<file path="config.mk">
export PLATFORM = sky130hd
export DESIGN_NAME = store_buffer
export DESIGN_NICKNAME = d
export VERILOG_FILES = /design/src/rtl/store_buffer_pkg.sv /design/src/rtl/store_buffer_match.sv /design/src/rtl/store_buffer.sv
export SDC_FILE = /design/constraint.sdc
export NUM_CORES = 1
export LEC_CHECK = 0
export BUFFER_PORTS_ARGS = -buffer_cell sky130_fd_sc_hd__buf_4
export CAP_MARGIN = 5
export CORE_UTILIZATION = 25
export CTS_CLUSTER_DIAMETER = 200
export DETAILED_ROUTE_END_ITERATION = 16
export SYNTH_ARGS = -nofsm -noshare
export SYNTH_HDL_FRONTEND = slang
export SYNTH_SLANG_ARGS = --single-unit
</file>
<file path="constraint.sdc">
create_clock -name clk -period 8.9 [get_ports clk]
set_input_delay 1.78 -clock clk [delete_from_list [all_inputs] [get_ports clk]]
set_output_delay 1.78 -clock clk [all_outputs]
set_load 0.01 [all_outputs]
</file>
<file path="src/rtl/store_buffer_pkg.sv">
// Shared constants for the data-memory word window and the store buffer's memory request.
package store_buffer_pkg;
    localparam int WORD_LSB = 2;
    localparam int DMEM_AW  = 14;
    localparam int WIDX_W   = DMEM_AW - WORD_LSB;

    typedef struct packed {
        logic [31:0] addr;
        logic [31:0] data;
        logic        we;
    } mem_req_t;
endpackage

</file>
<file path="src/rtl/store_buffer_match.sv">
// Combinational youngest-first address match over the queued store entries.
module store_buffer_match #(
    parameter int DEPTH = 4,
    parameter int IW    = 12,
    parameter int PW    = $clog2(DEPTH)
) (
    input  logic [IW-1:0]             key,
    input  logic [DEPTH-1:0][IW-1:0]  ent_addr,
    input  logic [DEPTH-1:0][31:0]    ent_data,
    input  logic [DEPTH-1:0]          valid,
    input  logic [PW-1:0]             head,
    output logic                      hit,
    output logic [31:0]               data
);
    logic [DEPTH-1:0] eq;
    logic [PW-1:0]    idx;

    for (genvar i = 0; i < DEPTH; i++) begin : g_cmp
        assign eq[i] = valid[i] && (ent_addr[i] == key);
    end

    // Walk oldest to youngest so the last hit taken is the youngest store.
    always_comb begin
        hit  = 1'b0;
        data = '0;
        idx  = '0;
        for (int k = 0; k < DEPTH; k++) begin
            idx = head + PW'(k);
            if (eq[idx]) begin
                hit  = 1'b1;
                data = ent_data[idx];
            end
        end
    end
endmodule

</file>
<file path="src/rtl/store_buffer.sv">
// Posted-write queue in front of single-port DataMemory; loads win the port and see queued stores.
module store_buffer
    import store_buffer_pkg::*;
#(
    parameter int DEPTH = 4,
    parameter int AW    = DMEM_AW
) (
    input  logic        clk,
    input  logic        rst_n,
    input  logic [31:0] cpu_address,
    input  logic [31:0] cpu_dataIn,
    input  logic        cpu_writeEnable,
    input  logic        cpu_readEnable,
    output logic [31:0] cpu_dataOut,
    output logic        stall,
    output logic        empty,
    output logic [31:0] mem_address,
    output logic [31:0] mem_dataIn,
    output logic        mem_writeEnable,
    input  logic [31:0] mem_dataOut
);
    localparam int PW = $clog2(DEPTH);
    localparam int CW = PW + 1;
    localparam int IW = AW - WORD_LSB;

    logic [DEPTH-1:0][IW-1:0] ent_addr;
    logic [DEPTH-1:0][31:0]   ent_data;
    logic [DEPTH-1:0]         valid;
    logic [PW-1:0]            head, tail;
    logic [CW-1:0]            count;
    logic                     full, push, pop;
    logic                     fwd_hit;
    logic [31:0]              fwd_data;
    mem_req_t                 req;

    assign full  = (count == CW'(DEPTH));
    assign push  = cpu_writeEnable && !full;
    assign pop   = req.we;
    assign stall = full && cpu_writeEnable;
    assign empty = (count == '0);

    // Entry i is live when its distance from head is below count.
    for (genvar i = 0; i < DEPTH; i++) begin : g_valid
        assign valid[i] = {1'b0, PW'(i) - head} < count;
    end

    // Contents are deliberately left unreset; validity comes from the pointers.
    always_ff @(posedge clk) begin
        if (push) begin
            ent_addr[tail] <= cpu_address[AW-1:WORD_LSB];
            ent_data[tail] <= cpu_dataIn;
        end
    end

    always_ff @(posedge clk or negedge rst_n) begin
        if (!rst_n) begin
            head  <= '0;
            tail  <= '0;
            count <= '0;
        end else begin
            if (push) tail <= tail + 1'b1;
            if (pop)  head <= head + 1'b1;
            case ({push, pop})
                2'b10:   count <= count + 1'b1;
                2'b01:   count <= count - 1'b1;
                default: count <= count;
            endcase
        end
    end

    // Loads own the port; the queue drains only in cycles without one.
    always_comb begin
        req.addr = cpu_address;
        req.data = ent_data[head];
        req.we   = 1'b0;
        if (!cpu_readEnable && !empty) begin
            req.addr = {{(32-AW){1'b0}}, ent_addr[head], {WORD_LSB{1'b0}}};
            req.we   = 1'b1;
        end
    end

    assign mem_address     = req.addr;
    assign mem_dataIn      = req.data;
    assign mem_writeEnable = req.we;

    store_buffer_match #(
        .DEPTH (DEPTH),
        .IW    (IW),
        .PW    (PW)
    ) u_match (
        .key      (cpu_address[AW-1:WORD_LSB]),
        .ent_addr (ent_addr),
        .ent_data (ent_data),
        .valid    (valid),
        .head     (head),
        .hit      (fwd_hit),
        .data     (fwd_data)
    );

    assign cpu_dataOut = fwd_hit ? fwd_data : mem_dataOut;
endmodule
</file>
==> results of run 1 <==
==> report_power, final <==
group | total (W) | internal, W | switching [W]
clock network | 0.000775 | 0.000441 | 0.000334
registers | 0.00131 | 0.00115 | 0.000167
logic | 0.00215 | 0.000967 | 0.00119
total | 0.00424 | 0.00256 | 0.00169
==> worst min path at each step <==
| stage | slack (ns) | to | cells after the start | start |
|---|---|---|---|---|
| floorplan | 0.49 | count[1] | 2 | count[1] |
| CTS | 0.54 | count[1] | 2 | count[1] |
| finish | 0.54 | count[1] | 2 | count[1] |
| detailed placement | 0.53 | count[1] | 2 | count[1] |
| global placement | 0.52 | count[1] | 2 | count[1] |
| global route | 0.57 | count[1] | 2 | count[1] |
==> per-stage QoR <==
step / setup slack (ns) / utilization / total power, W / hold slack, ns
finish: 1.86 / 0.312 / 0.00424 / 0.544
global route: 1.43 / 0.312 / 0.00452 / 0.574
CTS: 1.77 / 0.312 / 0.00429 / 0.539
detailed placement: 1.94 / 0.299 / 0.00350 / 0.525
global placement: 1.97 / 0.299 / 0.00346 / 0.524
floorplan: 3.41 / - / 0.00278 / 0.493
==> cells in the final DEF (no fill, tap or decap), drive strengths merged, types with 2 or more instances in the layout <==
cell / count
buf: 214
nor3: 9
mux2: 48
and2: 6
clkinv: 3
xor2: 50
mux2i: 51
dfrtp: 7
inv: 22
nor2b: 20
mux4: 54
o21bai: 2
clkbuf: 19
clkinvlp: 2
o31ai: 34
nor2: 41
and4: 2
o21ai: 48
a221oi: 15
edfxtp: 176
a22oi: 25
ha: 9
nand2: 59
and3: 2
o221ai: 17
bufinv: 3
a32oi: 8
nor4: 13
a21oi: 42
xnor2: 5
or2: 11
==> layer usage <==
layer  track usage  share of wire  vias to the layer above
met1         0.191           0.45                     4007
li1              -              -                     3689
met2         0.229           0.48                      233
met4        0.0470          0.013                        0
met3        0.0240          0.051                       28
met5             0              0                        -
==> cell type report <==
type,count,area share
Clock buffer,19,0.0314
Clock inverter,11,0.0109
Inverter,19,0.00517
Multi-Input combinational cell,588,0.386
Sequential cell,183,0.396
Tap cell,592,0.0537
Timing Repair Buffer,214,0.116
==> critical path, stage by stage (launching register included) <==
cell	delay, ns
dfrtp_4	0.84
buf_4	0.79
inv_1	0.42
a21oi_1	0.43
mux2i_4	0.11
buf_4	0.32
nand4b_1	0.71
o31ai_1	0.90
buf_4	0.25
==> cells by family (layout without fill, tap and decap cells) <==
group	after synthesis	count (layout)	share of synthesized area
muxes	153	153	0.202
xor gates and xnor gates	55	55	0.0429
AOI/OAI and AO/OA	200	200	0.132
adders and majority gates	10	10	0.0118
buffers and inverters	96	263	0.0433
DFF	183	183	0.487
and+or+nand+nor	170	170	0.0813
==> registers in the layout, indices dropped and copies added (netlist names) <==
signal and flops:
ent_data 128, count 3, ent_addr 48, tail 2, head 2
==> key figures, run 1 <==
Setup path
  – RR Startpoint: count[2]
  – Critical Path AT: between 5 and 6 ns
  – Crit. Startpoint: head[0]
  – CP Max Fanout: 56
  – Worst setup path end: cpu_dataOut[0]
  – Required time worst endpoint: 7.12 ns
  – FF-to-FF setup slack: 6.42 ns
  – Startpoint types: flop
  – Reg-to-Reg End: count[2]
  – Critical Path End Type: output port
  – Critical path type: reg -> out
  – Register-to-Register Path Depth: 8

STA
  – FMAX: roughly 140 MHz
  – Clock skew: 0.00978 ns
  – Total Neg Setup Slack: 0 ns
  – Worst-Margin Slew: 1.11 ns
  – Hold Violations, Final: 0
  – Slew margin rel.: 0.261
  – Period utilization: 0.791
  – Max-slew violations: 0
  – Tmin final: slightly above 7 ns
  – # setup viols final: 0
  – RSZ-0062 raised after global routing: false

CTS
  – CTS tree: yes
  – Clock root cell: clkbuf_16
  – Clock sinks: between 150 and 200
  – Post-CTS sizing: 0
  – CTS Buffer Depth: 2
  – Post-CTS setup repair buffer count: 0
  – Hold Buf Count CTS: 0
  – Total CTS buffers: 17
  – Worst-path clk slew: around 0.06 ns
  – CTS H-tree lvls: 4
  – Worst skew pair latency: ~0.44 ns

Die
  – Core Area: about 44000 sq um
  – Die H: around 210 um
  – Ports: ~200
  – Effective utilization at floorplan: 0.254
  – Die outline area: about 46000 sq um
  – Die W: 214 um
  – Site Rows: slightly below 80

Yosys
  – Top FF cell, synth: edfxtp_1
  – Post-synth top cells: edfxtp_1, nand2_1, mux4_2
  – Post-synthesis instance total: ~870
  – Net count after synthesis: between 900 and 1000
  – Synth top area share: 0.471
  – Share of async-settable or async-resettable flops after synthesis: 0.0383
  – Cell accounting for the most synthesized area: edfxtp_1
  – Post-synthesis cell area: around 11000 sq um
  – Ys Warns: 0
  – Synth unique cells: 62
  – Post-synth EDFFs: between 150 and 200
  – Syn_area_per_cell: 12.9 sq um
  – Flops & latches, synth: roughly 180
  – Most common cell in the netlist: edfxtp_1
  – Synth area leaders: edfxtp_1, mux4_2, mux2_2
  – Sequential share of the synthesized area: 0.487

Placement
  – Final Wtd Congestion: between 0.7 and 0.8
  – Placed insts: ~1600
  – Port Buffers: between 150 and 200
  – Post-DP HPWL: between 20 and 25 mm
  – Area after DPL: approximately 13000 sq um

Detailed routing
  – Routed WL: 32.3 mm
  – DRC violations left: 0
  – DR pass1 iterations: 9
  – Routed length per instance: 19.8 um
  – Via count: 7957
  – Via-per-instance ratio: a little under 5
  – Initial DRC Count: ~600
  – Antenna viol nets, final: 0

Finish
  – Finished Layout Cells: about 1600
  – Multi-input gate area: around 5300 sq um
  – Area Growth Syn to Fin: 22.9%
  – Layout cells sized above 1: 0.396
  – Fill cells: between 4000 and 5000
  – FF/Latch Area: approximately 5500 sq um
  – # diodes: 0
  – Layout Nets: between 1000 and 1500
  – Design area: roughly 14000 sq um

Global route
  – Largest net degree at the start of global routing: 65
  – Vias in the first global route: approximately 8000
  – Overall Global Routing Usage: 0.141
  – First-pass GRT wire length: between 40 and 50 mm
  – Initial antenna violation count: 0
  – Total grt overflow: 0

Power and ir drop
  – Pwr Density: 308 nW/um^2
  – Leakage: approximately 5.0 nW
  – Worst VDD drop: approximately 0.14 mV

Min path
  – Hold WC Path Type: reg -> reg

Run status
  – Status: completed

Flow run
  – Max-cap violations: 0
Note: power is estimated with default switching activity, not from simulation.
==> inputs of run 2 (changes only) <==
==> constraint.sdc (replaced) <==
create_clock -name clk -period 7.2 [get_ports clk]
set_input_delay 1.44 -clock clk [delete_from_list [all_inputs] [get_ports clk]]
set_output_delay 1.44 -clock clk [all_outputs]
set_load 0.01 [all_outputs]
==> run 2 against run 1 <==
Effect of this change:
- first-iteration DRC count is 19% lower
- clock power is 18% higher
- global-route usage is 0.19 points lower
- clock-buffer cell count is 1 lower
- worst setup slack worse by 0.90 ns
- non-clock buffer count is 2 higher
- sequential cell count stayed put
- total power is 22% higher
- largest cell class unchanged
- highest routed layer is now met5
==> key figures, run 2 (synthesis results as in run 1) <==
Global route
  – Overall Global Routing Usage: 0.139
  – Largest net degree at the start of global routing: 77
  – First-pass GRT wire length: approximately 47 mm
  – Total grt overflow: 0
  – Vias in the first global route: about 8000
  – Initial antenna violation count: 1

Power and ir drop
  – Leakage: ~5.0 nW
  – Worst VDD drop: 0.183 mV
  – Pwr Density: between 300 and 400 nW/um^2

Min path
  – Hold WC Path Type: reg -> reg

Detailed routing
  – DRC violations left: 0
  – Top Metal Used: met5
  – Routed length per instance: 19.2 um
  – Antenna viol nets, final: 0
  – Met2 routed WL: 15.1 mm
  – Metal3 WL: about 1.5 mm
  – DR pass1 iterations: 5
  – Met1 WL: ~14 mm
  – Via-per-instance ratio: roughly 4.8
  – Initial DRC Count: a little under 500
  – Via count: approximately 8000
  – Routed WL: 31.2 mm

Placement
  – Port Buffers: a little under 200
  – Final Wtd Congestion: just under 0.8
  – Post-DP HPWL: about 21 mm

Finish
  – Layout cells sized above 1: 0.394
  – # diodes: 0
  – Fill cells: around 4400
  – Max reg flops: between 100 and 150
  – Area Growth Syn to Fin: 22.9%
  – Commonest non-fill, non-tap cell in the layout: buf_4
  – Largest registers: ent_data (128), ent_addr (48), count (3)
  – Layout Nets: around 1100
  – Commonest non-fill, non-tap cells in the layout: buf_4, edfxtp_1, nand2_1, mux4_2
  – Most flop-heavy register: ent_data

STA
  – Max-slew violations: 0
  – RSZ-0062 raised after global routing: false
  – # setup viols final: 0
  – Tmin final: 6.24 ns
  – Worst-Margin Slew: a little over 1 ns
  – FMAX: approximately 160 MHz
  – Period utilization: 0.866
  – WHS: ~0.54 ns
  – Slew margin rel.: 0.312
  – Total Neg Setup Slack: 0 ns
  – Clock skew: 0.0113 ns
  – Hold Violations, Final: 0

Die
  – Site Rows: 77
  – Core Area: 44200 sq um
  – Die W: 214 um
  – Die H: 214 um
  – Die outline area: around 46000 sq um
  – Effective utilization at floorplan: 0.254
  – Ports: 199

Run status
  – Status: completed

Flow run
  – Max-cap violations: 0

Setup path
  – Required time worst endpoint: ~5.8 ns
  – Critical path type: reg -> out
  – Critical Path AT: 4.80 ns
  – Startpoint types: flop
  – Critical Path End Type: output port
  – CP Max Fanout: 76

CTS
  – CTS Buffer Depth: 2
  – Total CTS buffers: 17
  – Hold Buf Count CTS: 0
  – Post-CTS setup repair buffer count: 0
  – Worst-path clk slew: roughly 0.07 ns
  – Post-CTS sizing: 0
  – CTS tree: yes
  – Worst skew pair latency: ~0.45 ns
  – CTS H-tree lvls: 4
  – Clock root cell: clkbuf_16
  – Clock sinks: 183
[run 2: cell types whose count changed in the layout (fill, tap and decap cells not counted), sizes merged]
cell	delta
clkinv	+5
buf	+2
bufinv	-1
clkbuf	-1
clkinvlp	-1
[run 2: final timing paths]
path | startpoint | slack, ns | cells past startpoint | end
max | head[1] | 0.96 | 10 | cpu_dataOut[30]
min | count[1] | 0.54 | 2 | count[1]
max reg2reg | count[0] | 4.54 | 4 | ent_data[57]
min reg2reg | count[1] | 0.54 | 2 | count[1]
max in group asynchronous | rst_n | 6.27 | 1 | head[1]
min in group asynchronous | rst_n | 0.80 | 1 | count[1]
[run 2: stage by stage]
| stage | cells | utilization | worst slack [ns] | area [sq um] | power, W |
|---|---|---|---|---|---|
| after detailed placement | 1598 | 0.299 | 1.17 | 13200 | 0.00432 |
| after floorplan | 867 | - | 2.18 | 11200 | 0.00344 |
| after global routing | 1630 | 0.312 | 0.679 | 13800 | 0.00555 |
| final | 1630 | 0.312 | 0.963 | 13800 | 0.00520 |
| after global placement | 1598 | 0.299 | 1.20 | 13200 | 0.00430 |
| after CTS | 1630 | 0.312 | 0.942 | 13800 | 0.00526 |
[run 2: layout make-up]
type                            instances  area [sq um]  area share
Clock buffer                           18           429      0.0311
Clock inverter                         14           131     0.00953
Inverter                               19          71.3     0.00517
Multi-Input combinational cell        588          5330       0.386
Sequential cell                       183          5470       0.397
Tap cell                              592           741      0.0537
Timing Repair Buffer                  216          1620       0.118
[run 2: worst max-delay path, stage by stage, from the launching register on]
cell      delay [ns]
dfrtp_4         1.08
xnor2_1         0.22
ha_1            0.34
a21oi_1         0.06
o21ai_1         0.30
nor3_1          0.08
a21oi_1         0.35
mux2i_4         0.12
nand4b_1        0.70
o31ai_1         0.85
buf_4           0.24
[run 2: layer usage]
layer	global-route usage	vias to the layer above
met5	0	-
met4	0.0515	2
met3	0.0293	30
met2	0.225	191
met1	0.184	3978
li1	-	3694
[run 2: where the power goes]
group	internal (W)	total [W]	leakage, nW	switching [W]
Clock	0.000507	0.000916	0.272	0.000409
Sequential	0.00142	0.00168	1.69	0.000269
Combinational	0.00121	0.00260	2.99	0.00139
